$ cat src/rtl/clock_alarm.sv
// rtl/clock_alarm.sv - alarm clock FSM with snooze, ring timeout and set-time validation
module clock_alarm #(
  parameter int P_SEC_BIT    = 6,
  parameter int P_MIN_BIT    = 6,
  parameter int P_HOUR_BIT   = 5,
  parameter int P_RING_SEC   = 60,
  parameter int P_SNOOZE_MIN = 5,
  parameter int P_MAX_SNOOZE = 3
) (
  input  logic                  clk,
  input  logic                  reset,
  input  logic [P_SEC_BIT-1:0]  sec,
  input  logic [P_MIN_BIT-1:0]  min,
  input  logic [P_HOUR_BIT-1:0] hour,
  input  logic                  i_alarm_en,
  input  logic                  i_set,
  input  logic [P_HOUR_BIT-1:0] i_set_hour,
  input  logic [P_MIN_BIT-1:0]  i_set_min,
  input  logic                  i_snooze,
  input  logic                  i_stop,
  output logic                  o_ring,
  output logic                  o_armed,
  output logic [P_HOUR_BIT-1:0] o_alarm_hour,
  output logic [P_MIN_BIT-1:0]  o_alarm_min,
  output logic                  o_set_err
);

  localparam int RC_W = $clog2(P_RING_SEC + 1);
  localparam int SC_W = $clog2(P_MAX_SNOOZE + 1);

  localparam logic [P_HOUR_BIT-1:0] HOUR_MAX = P_HOUR_BIT'(23);
  localparam logic [P_MIN_BIT-1:0]  MIN_MAX  = P_MIN_BIT'(59);
  localparam logic [P_MIN_BIT:0]    MIN_WRAP = (P_MIN_BIT + 1)'(60);
  localparam logic [P_MIN_BIT:0]    SNZ_ADD  = (P_MIN_BIT + 1)'(P_SNOOZE_MIN);
  localparam logic [RC_W-1:0]       RING_END = RC_W'(P_RING_SEC);
  localparam logic [SC_W-1:0]       SNZ_MAX  = SC_W'(P_MAX_SNOOZE);

  typedef enum logic [1:0] {IDLE, ARMED, RINGING, SNOOZE} state_t;

  state_t                  state, state_nxt;
  logic [P_SEC_BIT-1:0]    prev_sec, prev_sec_nxt;
  logic [P_HOUR_BIT-1:0]   tgt_hour, tgt_hour_nxt, alarm_hour_nxt;
  logic [P_MIN_BIT-1:0]    tgt_min, tgt_min_nxt, alarm_min_nxt;
  logic [RC_W-1:0]         ring_cnt, ring_cnt_nxt;
  logic [SC_W-1:0]         snz_cnt, snz_cnt_nxt;
  logic                    set_err_nxt;

  logic                    tick, hit, set_legal;
  logic [P_MIN_BIT:0]      snz_min_sum;
  logic [P_HOUR_BIT-1:0]   snz_hour;
  logic [P_MIN_BIT-1:0]    snz_min;

  assign tick        = (sec != prev_sec);
  assign hit         = tick && (sec == '0) && (hour == tgt_hour) && (min == tgt_min);
  assign set_legal   = (i_set_hour <= HOUR_MAX) && (i_set_min <= MIN_MAX);
  assign snz_min_sum = {1'b0, min} + SNZ_ADD;

  // Snooze target is relative to wall time, wrapping minutes into hours and 23 -> 0
  always_comb begin
    snz_min  = P_MIN_BIT'(snz_min_sum);
    snz_hour = hour;
    if (snz_min_sum >= MIN_WRAP) begin
      snz_min  = P_MIN_BIT'(snz_min_sum - MIN_WRAP);
      snz_hour = (hour >= HOUR_MAX) ? '0 : hour + 1'b1;
    end
  end

  always_comb begin
    state_nxt      = state;
    prev_sec_nxt   = sec;
    tgt_hour_nxt   = tgt_hour;
    tgt_min_nxt    = tgt_min;
    alarm_hour_nxt = o_alarm_hour;
    alarm_min_nxt  = o_alarm_min;
    ring_cnt_nxt   = ring_cnt;
    snz_cnt_nxt    = snz_cnt;
    set_err_nxt    = 1'b0;
    if (i_set && !set_legal) begin
      // A rejected set freezes everything, including the tick history
      prev_sec_nxt = prev_sec;
      set_err_nxt  = 1'b1;
    end else if (i_set) begin
      alarm_hour_nxt = i_set_hour;
      alarm_min_nxt  = i_set_min;
      tgt_hour_nxt   = i_set_hour;
      tgt_min_nxt    = i_set_min;
      ring_cnt_nxt   = '0;
      snz_cnt_nxt    = '0;
      state_nxt      = i_alarm_en ? ARMED : IDLE;
    end else if (!i_alarm_en) begin
      state_nxt    = IDLE;
      tgt_hour_nxt = o_alarm_hour;
      tgt_min_nxt  = o_alarm_min;
      ring_cnt_nxt = '0;
      snz_cnt_nxt  = '0;
    end else begin
      case (state)
        IDLE: begin
          state_nxt    = ARMED;
          tgt_hour_nxt = o_alarm_hour;
          tgt_min_nxt  = o_alarm_min;
        end
        ARMED, SNOOZE: begin
          if (hit) begin
            state_nxt    = RINGING;
            ring_cnt_nxt = '0;
          end
        end
        RINGING: begin
          if (i_stop) begin
            state_nxt    = ARMED;
            tgt_hour_nxt = o_alarm_hour;
            tgt_min_nxt  = o_alarm_min;
            snz_cnt_nxt  = '0;
          end else if (i_snooze && (snz_cnt < SNZ_MAX)) begin
            state_nxt    = SNOOZE;
            snz_cnt_nxt  = snz_cnt + 1'b1;
            tgt_hour_nxt = snz_hour;
            tgt_min_nxt  = snz_min;
          end else if (tick) begin
            ring_cnt_nxt = ring_cnt + 1'b1;
            if (ring_cnt_nxt == RING_END) begin
              state_nxt    = ARMED;
              tgt_hour_nxt = o_alarm_hour;
              tgt_min_nxt  = o_alarm_min;
              snz_cnt_nxt  = '0;
            end
          end
        end
        default: state_nxt = IDLE;
      endcase
    end
  end

  always_ff @(posedge clk or negedge reset) begin
    if (!reset) begin
      state        <= IDLE;
      prev_sec     <= '0;
      tgt_hour     <= '0;
      tgt_min      <= '0;
      o_alarm_hour <= '0;
      o_alarm_min  <= '0;
      ring_cnt     <= '0;
      snz_cnt      <= '0;
      o_ring       <= 1'b0;
      o_armed      <= 1'b0;
      o_set_err    <= 1'b0;
    end else begin
      state        <= state_nxt;
      prev_sec     <= prev_sec_nxt;
      tgt_hour     <= tgt_hour_nxt;
      tgt_min      <= tgt_min_nxt;
      o_alarm_hour <= alarm_hour_nxt;
      o_alarm_min  <= alarm_min_nxt;
      ring_cnt     <= ring_cnt_nxt;
      snz_cnt      <= snz_cnt_nxt;
      o_ring       <= (state_nxt == RINGING);
      o_armed      <= (state_nxt == ARMED) || (state_nxt == SNOOZE);
      o_set_err    <= set_err_nxt;
    end
  end

endmodule

$ cat config.mk
export PLATFORM = sky130hd
export DESIGN_NAME = clock_alarm
export DESIGN_NICKNAME = d
export VERILOG_FILES = /design/src/rtl/clock_alarm.sv
export SDC_FILE = /design/constraint.sdc
export NUM_CORES = 1
export LEC_CHECK = 0
export BUFFER_PORTS_ARGS = -buffer_cell sky130_fd_sc_hd__buf_2
export CAP_MARGIN = 20
export CORE_UTILIZATION = 55
export DETAILED_ROUTE_END_ITERATION = 10
export PLACE_DENSITY = 0.79
export RECOVER_POWER = 100
export SETUP_SLACK_MARGIN = 0.05
export SYNTH_ARGS = -nofsm -noshare
export SYNTH_HDL_FRONTEND = slang
export SYNTH_SLANG_ARGS = --single-unit
$ cat constraint.sdc
create_clock -name clk -period 2.2 [get_ports clk]
set_input_delay 0.22 -clock clk [delete_from_list [all_inputs] [get_ports clk]]
set_output_delay 0.22 -clock clk [all_outputs]
set_load 0.1 [all_outputs]
==> impl_results.md <==
- Outcome: complete, no violations
- Yosys top cell by area: dfrtp_1
- TritonCTS clock tree: built
- Worst min-delay path class: input pin to flip-flop
- Number of diodes: 0
- CTS H-tree lvls: 2
- Drt first pass iters: 4
- PortBufs: 47
- IO Pins: 48
- Final Hold Viols: 0
- CP Capture Point: tgt_min[4]
- Detailed-route wire length: 6.29 mm
- Total CTS buffers: 5
- Ys async rst share: 1.00
- Sw Pwr: between 700 and 800 uW
- CTS max path bufs: 2
- Avg Vias per Cell: 5.88
- Cell Area, Placed: 3050 sq um
- Net Sw Frac: 0.356
- Required time of the worst setup path: 2410 ps
- Leakage Power: 1.44 nW
- Post-placement cell count: between 300 and 400
- Distinct cell type count after synthesis: 51
- YS warnings: 0
- DRT iter0 DRCs: between 100 and 150
- Clock Skews: 8.23 ps
- Post-synth EDFFs: 0
- Power Density: between 600 and 700 nW/um^2
- First-pass GRT wire length: slightly above 10 mm
- Worst skew pair latency: 290 ps
- Combinational group share of total power: 0.310
- Syn_nets: 322
- Initial antenna violation count: 0
- Seq/Total Area, Yosys: 0.399
- Worst Tran Pin Value: 1180 ps
- Setup TNS: 0 ps
- Count leader, synth: nand2_1
- Kind of critical path: input pin to flip-flop
- Number of global-route vias before repair: 2263
- Max_cap viols: 0
- Cells after synthesis: 282
- Largest net degree at the start of global routing: 22
- Residual DRC: 0
- Die area: 4840 sq um
- Final core occ: 0.730
- Final worst slack: 80.9 ps
- Startpoint types: input pin
- Worst-case reg-to-reg path depth: 7
- Die H: 69.5 um
- Main synth FF type: dfrtp_1
- Final Cycle Share: 0.963
- Clk sinks: 40
- Syn avg cell area: 8.90 sq um
- Vias post-DR: 2410
- Most frequent cells after synthesis: 44 x nand2_1, 40 x dfrtp_1, 19 x o21ai_0
- Site Rows: 24
- Setup violators final: 0
- Maximum VDD drop: 467 uV
- WP data arrival: between 2000 and 2500 ps
- Setup Slack @ Placement: -234 ps
- Worst hold slack: between 150 and 200 ps
- CTS clk-pin slew, worst paths: ~70 ps
- Total gr overflow: 0
- Cell internal pwr: roughly 1.4 mW
- Area Overhead vs Synth: 26.7%
- Reg-to-reg endpoint: ring_cnt[5]
- GPL Wtd Cong: slightly above 0.8
- R2R setup slack: approximately 170 ps
- Setup crit start: min[0]
- Proportion of power drawn by flip-flops and latches: 0.410
- Ranking of synthesized cells by area: dfrtp_1 40%, nand2_1 6.6%, mux2_2 4.9%
- Synth Register Bits: 40
- Worst r2r src: tgt_hour[0]
- Total power: approximately 2.1 mW
- Final Critical Period: 2120 ps
- Share of cells above drive strength 1: 0.268
- Post-Layout Cell Count: between 400 and 500
- Max_slew headroom: 0.218
- Clk root buf: clkbuf_8
- Mapped Area: about 2500 sq um
- Initial Utilization: 0.576
- Fin nets: around 400
- Peak Freq: roughly 470 MHz
- Core area: 4350 sq um
- Worst-path maximum fanout: 4
- RSZ-0062 raised after global routing: true
- Clk pwr share: 0.281
- CP Capture Type: flip-flop
- WL/cell: 15.4 um
- Post-synth top area share: 0.399
- DP HPWL: about 4.7 mm
- Pins Over Slew Limit: 0
- Design Area, Final: 3180 sq um
- Tot GR Track Use: 0.265
- Die width: 69.5 um
- Post-route ant nets: 0
-- cell type report --
| cell class | instances | area (sq um) |
|---|---|---|
| Inverter | 6 | 22.5 |
| Timing Repair Buffer | 80 | 458 |
| Fill cell | 344 | 1180 |
| Sequential cell | 40 | 1000 |
| Clock buffer | 6 | 72.6 |
| Clock inverter | 2 | 35.0 |
| Tap cell | 52 | 65.1 |
| Multi-Input combinational cell | 224 | 1520 |
-- layout by cell type, fill, tap and decap left out, drive strengths merged, types with 3 or more instances in the layout --
master and count:
xnor2 8, o31ai 5, clkbuf 28, nand2 44, nor2 17, mux2 11, nor3 7, and3 3
a31oi 4, nand3 8, a21oi 16, xor2 13, nand2b 3, or3 3, buf 57, inv 5
nor2b 7, o21ai 21, nand4 7, ha 6, dfrtp 40, a221oi 3, mux2i 3
-- worst max-delay path, cell delays in order --
cell      delay, ps
buf_2           140
ha_4            170
xnor2_2         190
ha_2            220
nand3b_1         80
mux2_4          290
a31oi_4         200
or2_4           170
buf_4           110
a21oi_1          50
or3_1           330
a31oi_1         150
-- cell families after synthesis --
family | Yosys count | share of synthesized area
compound gates | 68 | 0.180
fa+ha+maj | 6 | 0.0299
flops | 40 | 0.399
simple gates | 115 | 0.228
mux | 14 | 0.0613
xor+xnor | 21 | 0.0733
buf+inv | 18 | 0.0284
-- power by group through the flow --
stage / Clock [mW] / Combinational [mW] / Sequential, mW
after floorplan: 0 / 0.243 / 1.08
after global placement: 0 / 0.630 / 0.870
after detailed placement: 0 / 0.640 / 0.872
after CTS: 0.599 / 0.649 / 0.858
after global routing: 0.629 / 0.696 / 0.868
final: 0.589 / 0.650 / 0.859
-- worst min-delay path by stage --
stage                       from              to  slack [ps]  cells past startpoint
floorplan                  reset       async pin         -80                      0
global placement           reset     tgt_hour[1]         200                      1
detailed placement         reset     tgt_hour[1]         200                      1
CTS                 i_set_min[0]  o_alarm_min[0]         170                      2
global route        i_set_min[0]  o_alarm_min[0]         170                      2
finish              i_set_min[0]  o_alarm_min[0]         180                      2
-- sequential cells by signal, indices dropped and copies added, names as in the netlist, 2 cells and up, named ones only --
register,flops
snz_cnt,2
tgt_hour,5
ring_cnt,6
tgt_min,6
o_alarm_hour,5
prev_sec,6
o_alarm_min,6
-- what timing repair did --
action | 4_1_cts | 5_1_grt
hold buffers | 1 | 0
gates resized for setup | 1 | 10
pin swaps | 0 | 6
endpoints found under the hold margin | 20 | 0
setup endpoints to repair | 3 | 12
buffers inserted | 0 | 2
-- routing by layer --
| layer | track usage | part of all wire | wire length [um] | vias up |
|---|---|---|---|---|
| met5 | 0 | 0 | 0 | - |
| met4 | 0.0975 | 0.012 | 77 | 0 |
| met3 | 0.0509 | 0.046 | 291 | 12 |
| met2 | 0.449 | 0.50 | 3170 | 78 |
| met1 | 0.336 | 0.44 | 2750 | 1145 |
| li1 | - | - | - | 1175 |
Power figures use the tool's default switching activity.
